===== src/rtl/glove_pkg.sv =====
// Shared constants and types for the glove frame assembler.
package glove_pkg;

   localparam int unsigned N_SAMPLES = 40;
   localparam int unsigned DATA_W    = 16;
   localparam int unsigned CNT_W     = 8;
   localparam int unsigned IDX_W     = 6;
   localparam int unsigned FCNT_W    = 16;

   typedef logic [DATA_W-1:0] sample_t;
   typedef sample_t frame_t [0:N_SAMPLES-1];

   typedef enum logic [0:0] {
      WAIT_SOF = 1'b0,
      FILL     = 1'b1
   } fill_state_e;

endpackage


===== src/rtl/sat_counter.sv =====
// Saturating up-counter with synchronous clear.
module sat_counter #(
   parameter int unsigned W = 8
) (
   input  logic         clk,
   input  logic         clr,
   input  logic         inc,
   output logic [W-1:0] count
);

   // Count up on inc, hold at all-ones, clear wins.
   always_ff @(posedge clk) begin
      if (clr) begin
         count <= '0;
      end else if (inc && (count != {W{1'b1}})) begin
         count <= count + W'(1);
      end
   end

endmodule


===== src/rtl/glove_frame_assembler.sv =====
// Collects start-of-frame-marked samples into a frame, double-buffers it and
// hands the newest complete frame to the core with a one-cycle o_next pulse.
module glove_frame_assembler
   import glove_pkg::*;
(
   input  logic                 i_clk,
   input  logic                 i_rst_n,
   input  logic                 i_valid,
   input  logic                 i_sof,
   input  logic [DATA_W-1:0]    i_sample,
   output logic                 o_ready,
   input  logic                 i_core_ready,
   output logic                 o_next,
   output logic [DATA_W-1:0]    o_data [0:N_SAMPLES-1],
   output logic [FCNT_W-1:0]    o_frame_count,
   output logic [CNT_W-1:0]     o_drop_count,
   output logic [CNT_W-1:0]     o_resync_count
);

   fill_state_e        state, state_nxt;
   logic [IDX_W-1:0]   idx, idx_nxt;
   logic [IDX_W-1:0]   wr_idx;
   logic               wr_en;
   logic               complete;
   logic               resync_inc;
   logic               pending;
   logic               issue;
   logic               drop_inc;
   frame_t             shadow;

   // Fill state and sample index register.
   always_ff @(posedge i_clk) begin
      if (!i_rst_n) begin
         state <= WAIT_SOF;
         idx   <= '0;
      end else begin
         state <= state_nxt;
         idx   <= idx_nxt;
      end
   end

   // Next-state, shadow write and frame-completion decode.
   always_comb begin
      state_nxt  = state;
      idx_nxt    = idx;
      wr_en      = 1'b0;
      wr_idx     = idx;
      complete   = 1'b0;
      resync_inc = 1'b0;
      case (state)
         WAIT_SOF: begin
            if (i_valid && i_sof) begin
               wr_en     = 1'b1;
               wr_idx    = '0;
               idx_nxt   = IDX_W'(1);
               state_nxt = FILL;
            end
         end
         FILL: begin
            if (i_valid && i_sof) begin
               resync_inc = 1'b1;
               wr_en      = 1'b1;
               wr_idx     = '0;
               idx_nxt    = IDX_W'(1);
            end else if (i_valid) begin
               if (idx == IDX_W'(N_SAMPLES - 1)) begin
                  complete  = 1'b1;
                  idx_nxt   = '0;
                  state_nxt = WAIT_SOF;
               end else begin
                  wr_en   = 1'b1;
                  idx_nxt = idx + IDX_W'(1);
               end
            end
         end
         default: state_nxt = WAIT_SOF;
      endcase
   end

   assign issue    = pending && !o_next && i_core_ready;
   assign drop_inc = complete && pending && !o_next;

   // Shadow buffer collects the frame being filled.
   always_ff @(posedge i_clk) begin
      if (!i_rst_n) begin
         for (int unsigned i = 0; i < N_SAMPLES; i++) shadow[i] <= '0;
      end else if (wr_en) begin
         shadow[wr_idx] <= i_sample;
      end
   end

   // Output buffer loads on completion; the last sample bypasses the shadow.
   always_ff @(posedge i_clk) begin
      if (!i_rst_n) begin
         for (int unsigned i = 0; i < N_SAMPLES; i++) o_data[i] <= '0;
      end else if (complete) begin
         for (int unsigned i = 0; i < N_SAMPLES - 1; i++) o_data[i] <= shadow[i];
         o_data[N_SAMPLES-1] <= i_sample;
      end
   end

   // Pending flag, issue pulse and issued-frame counter; a new completion wins over an issue.
   always_ff @(posedge i_clk) begin
      if (!i_rst_n) begin
         pending       <= 1'b0;
         o_next        <= 1'b0;
         o_frame_count <= '0;
         o_ready       <= 1'b0;
      end else begin
         o_ready <= 1'b1;
         o_next  <= issue;
         if (complete) begin
            pending <= 1'b1;
         end else if (issue) begin
            pending <= 1'b0;
         end
         if (issue) begin
            o_frame_count <= o_frame_count + FCNT_W'(1);
         end
      end
   end

   sat_counter #(.W(CNT_W)) u_drop_cnt (
      .clk   (i_clk),
      .clr   (!i_rst_n),
      .inc   (drop_inc),
      .count (o_drop_count)
   );

   sat_counter #(.W(CNT_W)) u_resync_cnt (
      .clk   (i_clk),
      .clr   (!i_rst_n),
      .inc   (resync_inc),
      .count (o_resync_count)
   );

endmodule


===== config.mk =====
export PLATFORM = sky130hd
export DESIGN_NAME = glove_frame_assembler
export DESIGN_NICKNAME = d
export VERILOG_FILES = /design/src/rtl/glove_pkg.sv /design/src/rtl/sat_counter.sv /design/src/rtl/glove_frame_assembler.sv
export SDC_FILE = /design/constraint.sdc
export NUM_CORES = 2
export LEC_CHECK = 0
export CAP_MARGIN = 20
export CORE_MARGIN = 2
export CORE_UTILIZATION = 42
export CTS_CLUSTER_SIZE = 24
export DETAILED_ROUTE_END_ITERATION = 10
export PLACE_DENSITY = 0.65
export SYNTH_ARGS = -nofsm -noshare
export SYNTH_HDL_FRONTEND = slang
export SYNTH_SLANG_ARGS = --single-unit

===== constraint.sdc =====
create_clock -name i_clk -period 7.08 [get_ports i_clk]
set_input_delay 1.416 -clock i_clk [delete_from_list [all_inputs] [get_ports i_clk]]
set_output_delay 1.416 -clock i_clk [all_outputs]
set_load 0.05 [all_outputs]

==> flow_metrics.tcl <==
set metrics [dict create \
    grt_setup_unrepaired "false" \
    synth_area_um2 47600 \
    post_cts_buffers 0 \
    port_buffers 694 \
    synth_nets 4510 \
    grt.overflow.total 0 \
    required_ns 7.43 \
    cts_tree "built" \
    setup_viol 0 \
    clk_pin_slew_ns 0.06 \
    synthTopCellsByArea "edfxtp_1, dfxtp_1, nand2_1" \
    dr.pass1.iters 5 \
    first_global_vias 32479 \
    viasPerCell 5.08 \
    grt_max_degree 207 \
    numClockSinks 1306 \
    cts_max_path_buffers 3 \
    cp.arrival_ns 4.49 \
    cp_max_fo 17 \
    grt_usage 0.249 \
    crit_path_end_kind "flip-flop" \
    die_h_um 340 \
    synth_ff_type "dfxtp_1" \
    htree_levels 4 \
    synthDominantCellAreaShare 0.394 \
    async_flop_share 0 \
    ys.warnings.count 0 \
    dp_hpwl_mm 86.0 \
    final_cell_area_um2 59900 \
    worst_clock_skew_ns 0.0418 \
    wl_per_cell_um 22.2 \
    vias 33786 \
    place_area_um2 55500 \
    gp_congestion 0.787 \
    antenna_found_initial 12 \
    period_share 0.584 \
    fmax_mhz 242 \
    worst_r2r_startpoint "idx[0]" \
    synth_top_area_cell "edfxtp_1" \
    hold_start "o_data[307]" \
    hold_path.class "reg2reg" \
    worst_pin_slew_ns 1.18 \
    nets 5053 \
    path_class "in2reg" \
    ys_types 55 \
    core_um2 112000 \
    area_growth_syn_to_layout_pct 26.0 \
    fp.dieW_um 340 \
    drive_above_1_share 0.0644 \
    synth-edff-count 624 \
    max_cap_viol_count 0 \
    status "complete, no violations" \
    grt_pass1_wl_mm 214 \
    cts_hold_buf 0 \
    ys_ff_latch 1306 \
    clock_latency_ns 0.75 \
    finalHoldViolations 0 \
    ctsResizeCount 0 \
    synth-seq-area-share 0.681 \
    root_buffer "clkbuf_16" \
    irDropWorstVdd_uv 197 \
    drc 0 \
    drt-initial-drc-count 3033 \
    finalCriticalPeriod_ns 4.14 \
    dieArea_um2 116000 \
    synthMostInstantiatedCell "nand2_1" \
    start_kind "input port" \
    antenna_left 0 \
    initial_utilization 0.423 \
    utilization 0.533 \
    p_per_area_nw_per_um2 259 \
    postRouteWirelength_mm 148 \
    syn_avg_cell_area_um2 10.6 \
    startpoint "i_valid" \
    setup_tns_ns 0 \
    fp-row-count 123 \
    p_leak_uw 0.0201 \
    numCtsBuffers 139 \
    io_pins 695 \
    slew_viol_final 0 \
    relSlewSlack 0.211 \
    syn-instance-count 4485 \
    synth_common_cells "nand2_1, dfxtp_1, a21oi_1" \
]
-- critical path, cell delays in order --
cell             delay (ns)
clkdlybuf4s50_1        0.68
nand4b_1               0.26
or3_1                  0.81
nor4_4                 0.64
nand2b_1               0.66
-- registers in the layout, summed over array words and instances (netlist names), 6 cells and up --
| register | cells |
|---|---|
| shadow | 624 |
| u_resync_cnt.count | 8 |
| o_frame_count | 16 |
| idx | 6 |
| u_drop_cnt.count | 8 |
| o_data | 640 |
-- cells by family (layout without fill, tap and decap cells) --
group           Yosys count  in the layout  share of synthesized area
flops                  1306           1306                      0.681
compound gates          723            723                     0.0777
mux                       4              4                   0.000842
fa+ha+maj                 4              4                    0.00105
other cells               0              4                          0
buf+inv                 350           1007                     0.0308
xor+xnor                 15             15                    0.00276
simple gates           2083           2083                      0.206
-- per-layer routing --
metal  wire [µm]  track usage  up-vias
li1            -            -    15921
met1       60600        0.326    16421
met2       70000        0.401     1202
met3       11900       0.0590      242
met4        5190       0.0940        0
met5           0            0        -
-- path summary, 6_finish.rpt --
kind,to,slack [ns],cells past startpoint
min reg2reg,o_data[307],0.45,2
max,shadow[1][8],2.94,5
min,o_data[307],0.45,2
max reg2reg,shadow[1][8],3.81,4
-- cell type report --
type | count | area [µm²]
diodes | 4 | 10.0
clock buffers | 207 | 4060
clock inverters | 48 | 388
fillers | 9806 | 52400
inverters | 4 | 22.5
multi-input cells | 2829 | 13800
flip-flops and latches | 1306 | 32400
well taps | 1500 | 1880
repair buffers | 748 | 7390
-- layout by cell type, fill, tap and decap left out, drive strengths merged, types with 13 or more instances in the layout --
cell / synthesis / final
nand3: 15 / 15
or3: 13 / 13
clkdlybuf4s50: 0 / 677
buf: 94 / 71
dfxtp: 682 / 682
and2: 627 / 627
nor2: 60 / 60
nand2: 1305 / 1305
clkbuf: 252 / 207
a21oi: 656 / 656
clkinv: 0 / 38
o21ai: 48 / 48
edfxtp: 624 / 624
-- power by group --
group / internal [µW] / switching [µW] / total, µW
Combinational: 38.7 / 295 / 334
Sequential: 8060 / 50.8 / 8110
Clock: 4130 / 2960 / 7090
-- metrics by stage --
stage / total power, µW / worst slack (ns) / instances / hold slack (ns)
3_3_place_gp: 8600 / 2.32 / 6386 / 0.438
5_1_grt: 16000 / 2.70 / 6644 / 0.465
6_report: 15500 / 2.94 / 6646 / 0.447
2_1_floorplan: 8410 / 3.04 / 4485 / 0.466
4_1_cts: 15600 / 2.95 / 6641 / 0.450
3_5_place_dp: 8600 / 2.16 / 6386 / 0.443
Note: power is estimated with default switching activity, not from simulation.
